--- src/rtl/cla_adder_pipelined.sv ---
// -----------------------------------------------------------------------------
// cla_adder_pipelined
//
// Pipelined carry-look-ahead adder/subtractor with valid/ready handshakes.
// Operands are cut into GROUP-bit look-ahead groups. Inside a group every
// carry is a flat sum-of-products of the group generate/propagate terms and
// the group carry-in. Carries ripple from group to group, and PIPE_GROUPS
// groups share one pipeline stage. The design therefore has
// STAGES = WIDTH / (GROUP * PIPE_GROUPS) register stages and accepts one
// operation per clock.
//
// The pipeline is a rigid shift register with a single advance enable. It
// stalls only when the output register holds a result that downstream is not
// taking.
//
// Ports:
//   clk        rising-edge clock
//   rst        asynchronous, active-high reset
//   in_valid   operand beat valid
//   in_ready   block can accept a beat this cycle (combinational)
//   a, b       operands, WIDTH bits
//   c_in       carry-in for add, borrow-in for subtract
//   sub        0 = a + b + c_in, 1 = a - b - c_in
//   out_valid  result beat valid (registered)
//   out_ready  downstream accepts the result
//   sum        result modulo 2^WIDTH (registered)
//   c_out      raw carry out of bit WIDTH-1; borrow-out is ~c_out (registered)
//   ovf        two's-complement signed overflow (registered)
//
// WIDTH must be a multiple of GROUP * PIPE_GROUPS.
// -----------------------------------------------------------------------------
module cla_adder_pipelined #(
  parameter int WIDTH       = 32,
  parameter int GROUP       = 4,
  parameter int PIPE_GROUPS = 2
) (
  input  logic             clk,
  input  logic             rst,
  input  logic             in_valid,
  output logic             in_ready,
  input  logic [WIDTH-1:0] a,
  input  logic [WIDTH-1:0] b,
  input  logic             c_in,
  input  logic             sub,
  output logic             out_valid,
  input  logic             out_ready,
  output logic [WIDTH-1:0] sum,
  output logic             c_out,
  output logic             ovf
);

  localparam int SLICE  = GROUP * PIPE_GROUPS;
  localparam int STAGES = WIDTH / SLICE;

  // One look-ahead group. The return value is packed as:
  //   {carry out of the group, carry into the group MSB, group sum}
  // Every carry c[i] is expanded into its full product form, so each one
  // depends only on g/p and the group carry-in, and not on c[i-1]:
  //   c[i] = g[i-1] | p[i-1]g[i-2] | ... | p[i-1..0]c0
  function automatic logic [GROUP+1:0] cla_group(
    input logic [GROUP-1:0] ga,
    input logic [GROUP-1:0] gb,
    input logic             gc
  );
    logic [GROUP-1:0] g;
    logic [GROUP-1:0] p;
    logic [GROUP:0]   c;
    logic             term;
    g    = ga & gb;
    p    = ga ^ gb;
    c    = '0;
    c[0] = gc;
    for (int i = 1; i <= GROUP; i++) begin
      term = gc;
      for (int j = 0; j < i; j++) begin
        term = term & p[j];
      end
      c[i] = term;
      for (int j = 0; j < i; j++) begin
        term = g[j];
        for (int m = j + 1; m < i; m++) begin
          term = term & p[m];
        end
        c[i] = c[i] | term;
      end
    end
    return {c[GROUP], c[GROUP-1], p ^ c[GROUP-1:0]};
  endfunction

  // Mask of the operand bits that are still unconsumed after stage k.
  // Bits below the mask boundary have already been summed, so they are not
  // carried forward. After the last stage the mask is all zero.
  function automatic logic [WIDTH-1:0] upper_mask(input int k);
    logic [WIDTH-1:0] m;
    for (int i = 0; i < WIDTH; i++) begin
      m[i] = (i >= (k + 1) * SLICE);
    end
    return m;
  endfunction

  // Handshake and operand conditioning
  logic             stall_s;
  logic             adv_s;
  logic [WIDTH-1:0] b_eff_s;
  logic             cin_eff_s;

  // Per-stage inputs: the port operands for stage 0, otherwise the
  // registers of the previous stage.
  logic [WIDTH-1:0] a_src_s   [STAGES];
  logic [WIDTH-1:0] b_src_s   [STAGES];
  logic [WIDTH-1:0] sum_src_s [STAGES];
  logic             c_src_s   [STAGES];
  logic             v_src_s   [STAGES];

  // Next-state values and pipeline registers
  logic [WIDTH-1:0] a_d   [STAGES];
  logic [WIDTH-1:0] b_d   [STAGES];
  logic [WIDTH-1:0] sum_d [STAGES];
  logic             c_d   [STAGES];
  logic             v_d   [STAGES];
  logic [WIDTH-1:0] a_q   [STAGES];
  logic [WIDTH-1:0] b_q   [STAGES];
  logic [WIDTH-1:0] sum_q [STAGES];
  logic             c_q   [STAGES];
  logic             v_q   [STAGES];
  logic             ovf_d;
  logic             ovf_q;

  // Working values of the carry chain
  logic [GROUP+1:0] grp_s;
  logic             carry_s;
  logic             c_msb_s;

  // Subtraction is a + ~b + ~c_in. The borrow-in is inverted to give the
  // carry-in.
  assign b_eff_s   = b ^ {WIDTH{sub}};
  assign cin_eff_s = c_in ^ sub;

  // The only stall source is a held result at the output. in_ready therefore
  // depends only on the output valid flop and out_ready.
  assign stall_s  = v_q[STAGES-1] & ~out_ready;
  assign adv_s    = ~stall_s;
  assign in_ready = ~stall_s;

  // Stage source selection: stage 0 reads the ports, stage k reads stage k-1.
  always_comb begin
    a_src_s[0]   = a;
    b_src_s[0]   = b_eff_s;
    sum_src_s[0] = '0;
    c_src_s[0]   = cin_eff_s;
    v_src_s[0]   = in_valid;
    for (int k = 1; k < STAGES; k++) begin
      a_src_s[k]   = a_q[k-1];
      b_src_s[k]   = b_q[k-1];
      sum_src_s[k] = sum_q[k-1];
      c_src_s[k]   = c_q[k-1];
      v_src_s[k]   = v_q[k-1];
    end
  end

  // Per-stage arithmetic. Each stage sums its own slice group by group and
  // passes the finished lower slices forward unchanged.
  always_comb begin
    grp_s   = '0;
    carry_s = 1'b0;
    c_msb_s = 1'b0;
    for (int k = 0; k < STAGES; k++) begin
      sum_d[k] = sum_src_s[k];
      carry_s  = c_src_s[k];
      for (int j = 0; j < PIPE_GROUPS; j++) begin
        grp_s = cla_group(a_src_s[k][k*SLICE + j*GROUP +: GROUP],
                          b_src_s[k][k*SLICE + j*GROUP +: GROUP],
                          carry_s);
        sum_d[k][k*SLICE + j*GROUP +: GROUP] = grp_s[GROUP-1:0];
        c_msb_s = grp_s[GROUP];
        carry_s = grp_s[GROUP+1];
      end
      c_d[k] = carry_s;
      v_d[k] = v_src_s[k];
      a_d[k] = a_src_s[k] & upper_mask(k);
      b_d[k] = b_src_s[k] & upper_mask(k);
    end
    // After the loop, c_msb_s and carry_s hold the values from the top group
    // of the final stage: the carry into bit WIDTH-1 and the carry out of it.
    ovf_d = c_msb_s ^ carry_s;
  end

  // Pipeline registers: a rigid shift with one global advance enable, cleared
  // asynchronously so that reset drops every in-flight beat at once.
  always_ff @(posedge clk or posedge rst) begin
    if (rst) begin
      for (int k = 0; k < STAGES; k++) begin
        a_q[k]   <= '0;
        b_q[k]   <= '0;
        sum_q[k] <= '0;
        c_q[k]   <= 1'b0;
        v_q[k]   <= 1'b0;
      end
      ovf_q <= 1'b0;
    end else if (adv_s) begin
      for (int k = 0; k < STAGES; k++) begin
        a_q[k]   <= a_d[k];
        b_q[k]   <= b_d[k];
        sum_q[k] <= sum_d[k];
        c_q[k]   <= c_d[k];
        v_q[k]   <= v_d[k];
      end
      ovf_q <= ovf_d;
    end
  end

  // The last stage is the output register.
  assign sum       = sum_q[STAGES-1];
  assign c_out     = c_q[STAGES-1];
  assign out_valid = v_q[STAGES-1];
  assign ovf       = ovf_q;

endmodule

--- config.mk ---
export PLATFORM = sky130hd
export DESIGN_NAME = cla_adder_pipelined
export DESIGN_NICKNAME = d
export VERILOG_FILES = /design/src/rtl/cla_adder_pipelined.sv
export SDC_FILE = /design/constraint.sdc
export NUM_CORES = 1
export LEC_CHECK = 0
export ABC_AREA = 1
export CORE_MARGIN = 3
export CORE_UTILIZATION = 50
export DETAILED_ROUTE_END_ITERATION = 10
export GPL_TIMING_DRIVEN = 1
export PLACE_DENSITY = 0.87
export SYNTH_ARGS = -nofsm -noshare
export SYNTH_HDL_FRONTEND = slang
export SYNTH_SLANG_ARGS = --single-unit
--- constraint.sdc ---
create_clock -name clk -period 6.21 [get_ports clk]
set_clock_uncertainty 0.2 [all_clocks]
set_input_delay 0.621 -clock clk [delete_from_list [all_inputs] [get_ports clk]]
set_output_delay 0.621 -clock clk [all_outputs]
set_load 0.05 [all_outputs]
==> flow_summary.toml <==
[status]
status = "complete, no violations"

[drt]
routed_wl_mm = 16.5
drt_iter0_markers = 521
vias = 6089
final_antenna_net_count = 0
post_drt_wl_per_cell_um = 13.4
drt-pass1-iter-count = 5
drc = 0
vias_per_cell = 4.93

[setup_path]
crit_type = "in2reg"
worst_ep_required_time_ps = 6370
critPathMaxStageDelay_ps = 450
crit_fanout = 33
cp_num_cells = 22
crit_path_top_delay_cell = "buf_4"
reg2reg_depth = 5
crit_family = "simple AND/OR/NAND/NOR gates"
start_kind = "input pin"
path_common_cell = "nand2_1"
crit_buf_inv = 5
worstSetupEndpointType = "register"
cp.arrival_ps = 3360
worstPathCellList = "buf_2 > buf_4 > xnor2_1 > inv_1 > ha_1 > ha_1 > nand2_1 > nand3b_1 > nand2_1 > nand2_1 > nand2_1 > inv_1 > nor2_1 > inv_1 > ha_1 > nand2_1 > nand3b_1 > nand2_1 > nand2_1 > nand2_1 > nand3_1 > nand2_1"

[cells_and_area]
nFillCells = 1277
multi_input_comb_area_um2 = 3300
layoutNonFillerInstCount = 1234
antennaDiodeCount = 0
drive_gt1_frac = 0.0413
final_core_util = 0.630
syn_to_final_growth_pct = 21.5
ff_latch_area_um2 = 4630
nNetsFinal = 1123

[clock_tree]
post_cts_buffers = 0
cts_tree = "built"
cts_buffers = 17
cts_sinks = 185
root_buffer = "clkbuf_16"
clk_pin_slew_ps = 70
clock_path_buffers = 2
htree_levels = 4
clock_latency_ps = 420
holdBufCountCts = 0
cts_resized = 0

[min_path]
min_path_cells = 2
hold_path_class = "reg2reg"

[sta]
rsz0062_at_grt = "no"
fin_crit_ps = 3200
worst_pin_slew_ps = 1130
final-hold-violation-count = 0
whs_ps = 258
final_max_slew_viol_count = 0
relSlewSlack = 0.248
clock.fmax_mhz = 313
setup_viol_count_final = 0
finalSetupTns_ps = 0
period_share = 0.515

[synthesis]
ys_warn_count = 0
syn_area_um2 = 8350
synth-seq-cells = 185
yosysSeqAreaShare = 0.554
syn_nets = 1036
syn_inst = 918
syn_avg_cell_area_um2 = 9.10
synth.distinct_cells = 25

[floorplan]
die_x_um = 135
fp-row-count = 46
initial_core_util = 0.518
die_h_um = 135
dieArea_um2 = 18300
coreArea_um2 = 16100
ios = 106

[global_route]
grt_util_met1 = 0.291
antenna_found_initial = 0
top_usage_layer = "met1"
grt_usage = 0.193
met3_usage = 0.0464
grt_pass1_vias = 6039
grt_pass1_wl_mm = 28.6
grt_max_degree = 144
met2_usage = 0.278
grt_overflow_total = 0

[power_and_ir_drop]
max-vdd-ir-drop_mv = 0.327
power.density_nw_per_um2 = 524
leakage_nw = 5.05

[job]
drv_cap = 0

[placed_design]
dp_cells = 1202
gp_congestion = 0.773
io_buffers = 105
dp_hpwl_mm = 10.4
synth_stat cells:
library cell / number / share of area
nand2_1: 425 / 0.19
dfrtp_1: 185 / 0.55
o21ai_0: 53 / 0.032
inv_1: 47 / 0.021
ha_1: 40 / 0.060
xnor2_1: 31 / 0.033
buf_2: 23 / 0.014
o21ai_1: 22 / 0.013
nand3b_1: 15 / 0.013
nand3_1: 13 / 0.0078
nor2_1: 13 / 0.0058
buf_4: 11 / 0.0099
xor2_1: 11 / 0.012
fa_1: 8 / 0.019
clkbuf_1: 7 / 0.0031
a21oi_1: 3 / 0.0018
o22ai_1: 3 / 0.0022
buf_1: 1 / 0.00045
clkbuf_4: 1 / 0.00090
inv_4: 1 / 0.00075
nand4_1: 1 / 0.00075
nor2_8: 1 / 0.0024
nor3_1: 1 / 0.00060
o21a_1: 1 / 0.00090
or2_2: 1 / 0.00075
worst reg2reg max path: stages (launching register included):
cell and delay, ps:
dfrtp_1 340, inv_1 90, nor2_8 110, buf_4 660, buf_4 950, o21ai_0 360
state kept, by name (all words and copies together), names as in the netlist:
| name | count |
|---|---|
| out_valid | 1 |
| a_d | 24 |
| a_q | 24 |
| ovf | 1 |
| b_d | 24 |
| c_q | 3 |
| b_q | 24 |
| c_out | 1 |
| sum_d | 48 |
| sum | 32 |
| v_d | 3 |
worst paths after layout:
kind                       startpoint   endpoint  slack (ps)
min in group asynchronous         rst     sum[8]         610
hold reg to reg                v_d[0]  out_valid         260
max in group asynchronous         rst    a_q[80]        4090
setup / recovery                  sub  sum_d[71]        3010
hold / removal                 v_d[0]  out_valid         260
setup reg to reg            out_valid    b_d[90]        3330
layer usage:
| layer | up-vias | wire (um) | share of wire |
|---|---|---|---|
| li1 | 3027 | - | - |
| met1 | 2867 | 7880 | 0.48 |
| met2 | 169 | 7500 | 0.45 |
| met3 | 26 | 904 | 0.055 |
| met4 | 0 | 207 | 0.013 |
| met5 | - | 0 | 0 |
area by class of cell:
cell class	instances	share of cell area
timing repair buffer	111	0.108
clock buffer	21	0.0464
clock inverter	11	0.0190
multi-input combinational	642	0.326
tap	216	0.0266
sequential	185	0.456
inverter	48	0.0187
report_power, final:
group | switching [mW] | internal, mW
combinational | 1.32 | 0.751
clock | 0.449 | 0.747
sequential | 0.308 | 1.74
cell families after synthesis:
kind of cell | count (synthesis) | share of synthesized area
flip-flops | 185 | 0.554
AND/OR/NAND/NOR | 470 | 0.223
AO/OA/AOI/OAI | 82 | 0.0499
XOR/XNOR | 42 | 0.0440
adder cells (fa/ha/maj) | 48 | 0.0791
buffers and inverters | 91 | 0.0500
cells in the final DEF (no fill, tap or decap), drive strengths merged:
cell type        n
nand2          425
dfrtp          185
clkdlybuf4s50  104
o21ai           75
inv             48
ha              40
xnor2           31
clkbuf          21
nand3b          15
nor2            14
nand3           13
xor2            11
fa               8
buf              7
bufinv           5
clkinv           4
a21oi            3
o22ai            3
clkinvlp         2
nand4            1
o21a             1
nor3             1
or2              1
through the flow:
stage	area [um^2]	total power, mW	setup slack, ps
CTS	10100	5.35	2980
finish	10100	5.31	3010
global route	10100	5.73	2740
detailed placement	9490	4.11	2550
global placement	9490	4.02	2700
floorplan	8350	3.53	360
No activity file was read; power rests on OpenSTA's default activity.
